<file path="config.mk">
export PLATFORM = sky130hd
export DESIGN_NAME = gene_sweep_ctrl
export DESIGN_NICKNAME = d
export VERILOG_FILES = /design/src/rtl/gene_pkg.sv /design/src/rtl/gene_hist_buf.sv /design/src/rtl/gene_sweep_ctrl.sv
export SDC_FILE = /design/constraint.sdc
export NUM_CORES = 1
export LEC_CHECK = 0
export ABC_CLOCK_PERIOD_IN_PS = 4100
export BUFFER_PORTS_ARGS = -buffer_cell sky130_fd_sc_hd__buf_2
export CELL_PAD_IN_SITES_DETAIL_PLACEMENT = 0
export CELL_PAD_IN_SITES_GLOBAL_PLACEMENT = 1
export CORE_UTILIZATION = 49
export DETAILED_ROUTE_END_ITERATION = 10
export GPL_ROUTABILITY_DRIVEN = 0
export PLACE_DENSITY = 0.89
export SLEW_MARGIN = 20
export SYNTH_ARGS = -nofsm -noshare
export SYNTH_HDL_FRONTEND = slang
export SYNTH_SLANG_ARGS = --single-unit
</file>
<file path="constraint.sdc">
create_clock -name clk -period 4.1 [get_ports clk]
set_input_delay 0 -clock clk [delete_from_list [all_inputs] [get_ports clk]]
set_output_delay 0 -clock clk [all_outputs]
set_load 0.01 [all_outputs]
</file>
<file path="src/rtl/gene_pkg.sv">
// gene_pkg: shared widths, result classes and FSM states for the gene_net sweep controller.
package gene_pkg;
    localparam int STATE_W = 8;
    localparam int RES_W   = 6;
    typedef enum logic [1:0] {FIXED = 2'd0, CYCLE = 2'd1, UNRESOLVED = 2'd2} res_class_e;
    typedef enum logic [2:0] {S_IDLE, S_LOAD, S_ISSUE, S_WAIT, S_CHECK, S_REPORT, S_DONE} state_e;
endpackage

</file>
<file path="src/rtl/gene_hist_buf.sv">
// gene_hist_buf: trajectory history with a parallel lowest-index match against entries 0..n.
module gene_hist_buf
    import gene_pkg::*;
#(
    parameter int MAX_STEPS = 16
) (
    input  logic               clk,
    input  logic               rst,
    input  logic               clr,
    input  logic               we,
    input  logic [RES_W-1:0]   wr_idx,
    input  logic [STATE_W-1:0] wr_data,
    input  logic [STATE_W-1:0] cmp_val,
    input  logic [RES_W-1:0]   n,
    output logic               hit,
    output logic [RES_W-1:0]   hit_idx
);
    logic [STATE_W-1:0] mem [MAX_STEPS];
    always_ff @(posedge clk or negedge rst) begin
        if (!rst) begin
            for (int i = 0; i < MAX_STEPS; i++) mem[i] <= '0;
        end else begin
            for (int i = 0; i < MAX_STEPS; i++)
                if (clr) mem[i] <= '0;
                else if (we && wr_idx == RES_W'(i)) mem[i] <= wr_data;
        end
    end
    // descending scan so the lowest matching index is the one that sticks
    always_comb begin
        hit = 1'b0;
        hit_idx = '0;
        for (int i = MAX_STEPS - 1; i >= 0; i--)
            if (RES_W'(i) <= n && mem[i] == cmp_val) begin
                hit = 1'b1;
                hit_idx = RES_W'(i);
            end
    end
endmodule

</file>
<file path="src/rtl/gene_sweep_ctrl.sv">
// gene_sweep_ctrl: sweeps initial states through gene_net and classifies each trajectory.
// Define GENE_SWEEP_STATS_EN to add per-class counters of accepted records.
module gene_sweep_ctrl
    import gene_pkg::*;
#(
    parameter int MAX_STEPS = 16,
    parameter int NET_LAT   = 1
) (
    input  logic               clk,
    input  logic               rst,
    input  logic               start,
    input  logic [STATE_W-1:0] start_val,
    input  logic [STATE_W-1:0] end_val,
    output logic [STATE_W-1:0] net_x_in,
    input  logic [STATE_W-1:0] net_x_out,
    output logic               busy,
    output logic               done,
    output logic               res_valid,
    input  logic               res_ready,
    output logic [STATE_W-1:0] res_init,
    output logic [1:0]         res_class,
    output logic [RES_W-1:0]   res_period,
    output logic [RES_W-1:0]   res_transient
`ifdef GENE_SWEEP_STATS_EN
    ,
    output logic [8:0]         stat_fixed,
    output logic [8:0]         stat_cycle,
    output logic [8:0]         stat_unres
`endif
);
    state_e             state, state_nx;
    res_class_e         cls;
    logic [STATE_W-1:0] cur_init, end_r, x;
    logic [RES_W-1:0]   n, wait_cnt, hit_idx;
    logic               hit, last, accept;

    assign last      = n == RES_W'(MAX_STEPS - 1);
    assign accept    = res_valid && res_ready;
    assign busy      = state != S_IDLE;
    assign done      = state == S_DONE;
    assign res_valid = state == S_REPORT;
    assign res_init  = cur_init;
    assign res_class = cls;

    gene_hist_buf #(.MAX_STEPS(MAX_STEPS)) u_hist (
        .clk     (clk),
        .rst     (rst),
        .clr     (state == S_LOAD),
        .we      (state == S_ISSUE),
        .wr_idx  (n),
        .wr_data (x),
        .cmp_val (net_x_out),
        .n       (n),
        .hit     (hit),
        .hit_idx (hit_idx)
    );

    always_ff @(posedge clk or negedge rst) begin
        if (!rst) state <= S_IDLE;
        else state <= state_nx;
    end

    always_comb begin
        state_nx = state;
        case (state)
            S_IDLE:   state_nx = start ? S_LOAD : S_IDLE;
            S_LOAD:   state_nx = S_ISSUE;
            S_ISSUE:  state_nx = S_WAIT;
            S_WAIT:   state_nx = wait_cnt == RES_W'(NET_LAT - 1) ? S_CHECK : S_WAIT;
            S_CHECK:  state_nx = hit || last ? S_REPORT : S_ISSUE;
            S_REPORT: state_nx = !accept ? S_REPORT : cur_init == end_r ? S_DONE : S_LOAD;
            S_DONE:   state_nx = S_IDLE;
            default:  state_nx = S_IDLE;
        endcase
    end

    // cur_init is preloaded one below start_val so every LOAD is a plain increment
    always_ff @(posedge clk or negedge rst) begin
        if (!rst) begin
            cur_init      <= '0;
            end_r         <= '0;
            x             <= '0;
            n             <= '0;
            wait_cnt      <= '0;
            net_x_in      <= '0;
            cls           <= FIXED;
            res_period    <= '0;
            res_transient <= '0;
        end else begin
            case (state)
                S_IDLE: if (start) begin
                    cur_init <= start_val - 8'd1;
                    end_r    <= end_val;
                end
                S_LOAD: begin
                    cur_init <= cur_init + 8'd1;
                    x        <= cur_init + 8'd1;
                    n        <= '0;
                end
                S_ISSUE: begin
                    net_x_in <= x;
                    wait_cnt <= '0;
                end
                S_WAIT: wait_cnt <= wait_cnt + RES_W'(1);
                S_CHECK: if (hit) begin
                    cls           <= hit_idx == n ? FIXED : CYCLE;
                    res_period    <= n - hit_idx + RES_W'(1);
                    res_transient <= hit_idx;
                end else if (last) begin
                    cls           <= UNRESOLVED;
                    res_period    <= '0;
                    res_transient <= '0;
                end else begin
                    x <= net_x_out;
                    n <= n + RES_W'(1);
                end
                default: ;
            endcase
        end
    end

`ifdef GENE_SWEEP_STATS_EN
    always_ff @(posedge clk or negedge rst) begin
        if (!rst) begin
            stat_fixed <= '0;
            stat_cycle <= '0;
            stat_unres <= '0;
        end else if (state == S_IDLE && start) begin
            stat_fixed <= '0;
            stat_cycle <= '0;
            stat_unres <= '0;
        end else if (accept) begin
            stat_fixed <= stat_fixed + 9'(cls == FIXED);
            stat_cycle <= stat_cycle + 9'(cls == CYCLE);
            stat_unres <= stat_unres + 9'(cls == UNRESOLVED);
        end
    end
`endif
endmodule

</file>
-- Yosys cells after proc, flatten, opt, wreduce, memory -nomap -nowiden
Index checks and enable logic that the tools add are counted.
- bits in registers: 189
- bits in latches: 0
- memory bits (writable): 0
- bits in read-only memories: 0
- input port bits: 28
- output and inout bits: 33
- logic and storage cells: 237
- memories kept: 0
- add/sub/neg operators: 6
- multiply operators: 0
- div/mod/pow operators: 0
- order comparisons: 16
- equality and inequality tests: 42
- shift-type cells: 0
- mux-type cells: 85
- bitwise operators: 0
- reductions and logical operators: 62
- operators by type and width (operator ; number):
    two-way mux 8 bit ; 35
    == test 8 bit ; 17
    two-way mux 4 bit ; 16
    == test 6 x 4 -> 1 bit, second input constant ; 8
    <= comparator 4 x 6 -> 1 bit, first input constant ; 8
    nonzero test 2 bit ; 20
    logical AND 1 bit ; 33
    one-hot mux 8 bit (2 select lines) ; 2
    two-way mux 6 bit ; 5
    == test 6 x 3 -> 1 bit, second input constant ; 4
    <= comparator 3 x 6 -> 1 bit, first input constant ; 4
    one-hot mux 6 bit (2 select lines) ; 2
    adder 6 x 1 -> 6 bit, second input constant ; 3
    two-way mux 1 bit ; 18
    one-hot mux 3 bit (6 select lines) ; 1
    == test 6 x 2 -> 1 bit, second input constant ; 2
    <= comparator 1 x 6 -> 1 bit, first input constant ; 2
    <= comparator 2 x 6 -> 1 bit, first input constant ; 2
    logical NOT 6 bit ; 2
    two-way mux 3 bit ; 4
    == test 3 bit, second input constant ; 3
    adder 8 x 1 -> 8 bit, second input constant ; 1
    subtractor 8 x 1 -> 8 bit, second input constant ; 1
    == test 3 x 2 -> 1 bit, second input constant ; 2
    11 further kinds ; 16

-- Longest topological paths before layout
- word-level depth: 21
- gate-level depth with buffers: 19
- depth with buffers taken out: 19

-- By module
From an unflattened synthesis, not the netlist that was laid out.
- cells, all modules: 1024
- area total of the unflattened synthesis: 10632.7 um2
- modules (own cells, without submodules) (module ; instances ; cells each ; area each (um2) ; seq. area each (um2)):
    gene_hist_buf ; 1 ; 688 ; 7264.5 ; 3203.1
    gene_sweep_ctrl ; 1 ; 336 ; 3368.2 ; 1526.5

-- Least setup slack after synthesis
OpenSTA, ideal clock, no wires.
- path type: flip-flop to flip-flop
- start point: register n[1]
- end point: register res_period[5]
- setup time: 0.125 ns
- data arrival time: 3.319 ns
- required time: 3.975 ns
- path slack: 0.656 ns
- cell stages (with the launch flop): 19
- buffers on the path: 1
- period minus slack after synthesis: 3.444 ns
- path through: dfrtp_1 -> ha_1 -> clkbuf_1 -> nand3_1 -> a211oi_1 -> o211ai_1 -> a221oi_1 -> o21bai_1 -> nor2_1 -> ha_1 -> inv_1 -> ha_1 -> inv_1 -> fa_1 -> inv_1 -> a21o_1 -> a21oi_1 -> xnor2_1 -> mux2i_1
- word-level cells in the longest chain between the ends: 21
- elaborated cells between the ends (all ways): 70
- classes of those cells: add/sub (2); order compare (16); eq/ne (1); mux (33); reduce/logical (18)
- ends and longest elaborated chain (what ; RTL line ; RTL):
    from (decl) ; gene_sweep_ctrl.sv:34 ; logic [RES_W-1:0] n, wait_cnt, hit_idx;
    from (signal assigned) ; gene_sweep_ctrl.sv:115 ; n <= n + RES_W'(1);
    <= comparator 4 x 6 -> 1 bit ; gene_hist_buf.sv:33 ; if (RES_W'(i) <= n && mem[i] == cmp_val) begin
    logical AND 1 bit ; gene_hist_buf.sv:33 ;
    two-way mux 4 bit (16 in a row) ; gene_hist_buf.sv:33 ;
    subtractor 6 bit ; gene_sweep_ctrl.sv:107 ; res_period <= n - hit_idx + RES_W'(1);
    adder 6 x 1 -> 6 bit ; gene_sweep_ctrl.sv:107 ;
    two-way mux 6 bit ; gene_sweep_ctrl.sv:105 ; S_CHECK: if (hit) begin
    to (signal assigned) ; gene_sweep_ctrl.sv:107 ;
    to (decl) ; gene_sweep_ctrl.sv:22 ; output logic [RES_W-1:0] res_period,
Parallel ways exist; a longest one is shown, timed or not.
A chain may end at the register's enable or synchronous reset.

-- Worst setup path in the final report
- start point: register n[3]
- end point: register res_period[5]
Same word-level chain as after synthesis.

==> flow_summary_export.csv <==
group,metric,value,unit
synthesis,synth.yosys.seq_area_share,44.3,%
worst_setup_path,critical_path.top_delay_family,"compound AO/OA/AOI/OAI gates",
run_status,violations,"negative hold slack",
clocking,cts-htree-levels,4,
routing,ant_nets,0,
worst_setup_path,r2r_cells,16,
worst_setup_path,crit_path_end_kind,"flip-flop",
clocking,clock-root-buffer,"clkbuf_16",
final_layout,nets,1161,
routing,first_pass_iters,5,
placed_design,placed_area,11100,sq um
die,num_rows,53,
timing,post-route-min-period,3.84,ns
worst_setup_path,reg2reg_from,"n[3]",
final_layout,finalCoreUtilization,56.4,%
timing,final.setup.worst_slack,0.258,ns
worst_hold_path,hp-class,"in -> async",
worst_setup_path,endpoint,"res_period[5]",
power,seq_power_share,44.3,%
die,boundaryPins,61,
synthesis,synthXorXnorAreaFrac,12.4,%
worst_setup_path,crit_start,"n[3]",
final_layout,drive_gt1_share,15.2,%
power,p_clk_share,26.3,%
die,chipHeight,149,microns
global_route,first_global_vias,7687,
synthesis,synth_mux_area_share,13.4,%
timing,fin_skew,0.0122,ns
routing,drc,0,
synthesis,synth_common_cells,"dfrtp_1 (187), nor2_1 (132), xnor2_1 (116)",
synthesis,synth.largest_area_cell,"dfrtp_1",
worst_setup_path,critical_path_buf_inv_count,2,
worst_setup_path,reg2reg_slack,0.26,ns
worst_setup_path,r2r_end,"res_period[5]",
power,switching_power,2.31,mW
synthesis,synth_compound_area_share,8.08,%
timing,rsz0062_at_grt,"no",
power,switching_share,38.4,%
worst_setup_path,critPathRequiredTime,4.41,ns
synthesis,synth_cell_type_count,63,
die,start_util,50.1,%
worst_setup_path,cp_cell_sequence,"nand2_1 > o21bai_1 > a211oi_1 > a211oi_1 > o311ai_1 > nand3_1 > or2_1 > ha_1 > ha_1 > inv_1 > fa_1 > inv_1 > a21o_1 > a21oi_1 > xnor2_1 > mux2i_1",
global_route,antenna_found_initial,0,
clocking,postCtsSetupBuffers,0,
synthesis,synthSimpleGateAreaFrac,15.0,%
clocking,insertion_delay,0.44,ns
synthesis,synth_adder_area_share,2.09,%
timing,hold_violations,4,
die,fp.dieW,149,microns
routing,routed_wirelength,26500,microns
synthesis,synth-edff-count,0,
timing,fmax,0.260,GHz
worst_setup_path,critPathSlowestCell,"dfrtp_1",
synthesis,synth.top_cell.area_share,44.3,%
timing,slew_viol_final,0,
synthesis,ys_seq_elements,187,
final_layout,n_antenna_cell,0,
synthesis,avgSynthCellArea,10.0,sq um
synthesis,synth_area,10600,sq um
power,vdd_drop_max,0.000339,V
run_status,outcome,"finished, violations left",
timing,setup_tns,0,ns
final_layout,fin_area,11900,sq um
global_route,grt_pass1_wl,42700,microns
power,powerDensity,504,nW/um^2
synthesis,synth.area.top_cells,"dfrtp_1 (44%), mux2i_1 (10%), xnor2_1 (9.6%)",
power,pwr-share-comb,29.4,%
synthesis,synth-main-ff-cell,"dfrtp_1",
global_route,grt_max_degree,107,
clocking,cts_tree,"done",
clocking,path_clk_slew,0.07,ns
worst_setup_path,cp_max_fo,14,
synthesis,synth_top_family_by_area,"simple AND/OR/NAND/NOR gates",
clocking,clock_sinks,187,
synthesis,yosysWarnings,0,
clocking,cts_buffer_depth,2,
global_route,overflow,0,
worst_setup_path,cp_data_arrival_time,4.15,ns
synthesis,async_flop_share,100,%
placed_design,place_ws,0.182,ns
clocking,numCtsBuffers,17,
timing,setup_viol,0,
worst_setup_path,cp.depth,16,
routing,vias,7974,
worst_setup_path,slowest_delay,0.69,ns
placed_design,hpwl,17200,microns
worst_setup_path,critical_path_class,"reg -> reg",
placed_design,port_buffers,58,
routing,routedWlPerCell,18.9,microns
timing,holdWs,-0.00250,ns
job,drv_cap,0,
die,die_area,22100,sq um
routing,viasPerCell,5.68,
die,coreArea,21100,sq um
timing,fin_crit_sh,93.7,%
routing,first_iter_violations,700,
final_layout,area_growth,12.7,%
power,intPower,3.69,mW
worst_setup_path,worstSetupStartpointType,"flip-flop",
final_layout,fill_cells,1805,
synthesis,synthCells,1054,
power,leakagePower,5.40,nW
global_route,gr-usage-all-layers,25.2,%
synthesis,synth_most_common_cell,"dfrtp_1",
timing,worstMarginPinSlew,1.07,ns
timing,maxSlewHeadroom,28.8,%
==> placed cells by master, fill, tap and decap left out, types with 19 or more instances in the layout <==
| master | count |
|---|---|
| inv_1 | 22 |
| o21ai_0 | 55 |
| buf_2 | 57 |
| buf_4 | 32 |
| a21oi_1 | 45 |
| xor2_1 | 34 |
| xnor2_1 | 116 |
| mux2i_1 | 110 |
| dlygate4sd3_1 | 19 |
| nand2_1 | 86 |
| dfrtp_1 | 187 |
| nand4_1 | 30 |
| nor2_1 | 132 |
==> stage by stage <==
stage               std cells  total power, mW  hold slack, ns
floorplan                1055             3.77          -0.296
global placement         1352             4.37           0.194
detailed placement       1352             4.39           0.187
CTS                      1403             5.99         0.00516
global route             1404             6.30          0.0183
finish                   1404             6.00        -0.00250
==> flip-flops by register name, indices dropped and copies added (netlist names) <==
name	cells
res_class	2
wait_cnt	6
u_hist.mem	128
res_transient	4
state	3
net_x_in	8
end_r	8
x	8
res_period	6
res_init	8
n	6
==> power groups by stage <==
stage	Sequential (mW)	Clock, mW	Combinational (mW)
global placement	2.66	0	1.71
finish	2.66	1.58	1.77
global route	2.68	1.68	1.94
CTS	2.63	1.60	1.75
detailed placement	2.66	0	1.73
floorplan	2.32	0	1.45
==> cell families after synthesis <==
kind of cell	Yosys count
and+or+nand+nor	328
buffers and inverters	92
adders and majority gates	17
other	1
muxes	135
AOI/OAI and AO/OA	144
DFF	187
xor gates and xnor gates	150
==> how the worst min path moves through the flow <==
| stage | slack [ns] | start | end |
|---|---|---|---|
| final | -0.003 | rst | x[0] |
| after global routing | 0.02 | rst | res_init[0] |
| after CTS | 0.005 | start | state[0] |
| after detailed placement | 0.19 | rst | wait_cnt[4] |
| after global placement | 0.19 | rst | wait_cnt[4] |
| after floorplan | -0.30 | rst | end_r[0] |
==> metal layers <==
metal / routed length, microns / global-route usage (%) / up-vias / share of wire (%)
met4: 505 / 8.47 / 0 / 1.9
met5: 0 / 0 / - / 0
li1: - / - / 3729 / -
met2: 12600 / 39.6 / 243 / 48
met3: 1340 / 4.25 / 40 / 5.1
met1: 12100 / 35.4 / 3962 / 45
==> layout make-up <==
type                    instances  area, sq um  area share [%]
multi-input cells             776         5450            45.8
flip-flops and latches        187         4680            39.3
repair buffers                111          774            6.51
clock buffers                  21          480            4.04
well taps                     275          344            2.89
inverters                      23         86.3           0.726
clock inverters                11         85.1           0.715
==> repair_timing <==
item | CTS | global route
gates resized for setup | 0 | 7
hold buffers | 19 | 0
setup endpoints to repair | 0 | 1
endpoints found under the hold margin | 121 | 0
Note: power is estimated with default switching activity, not from simulation.
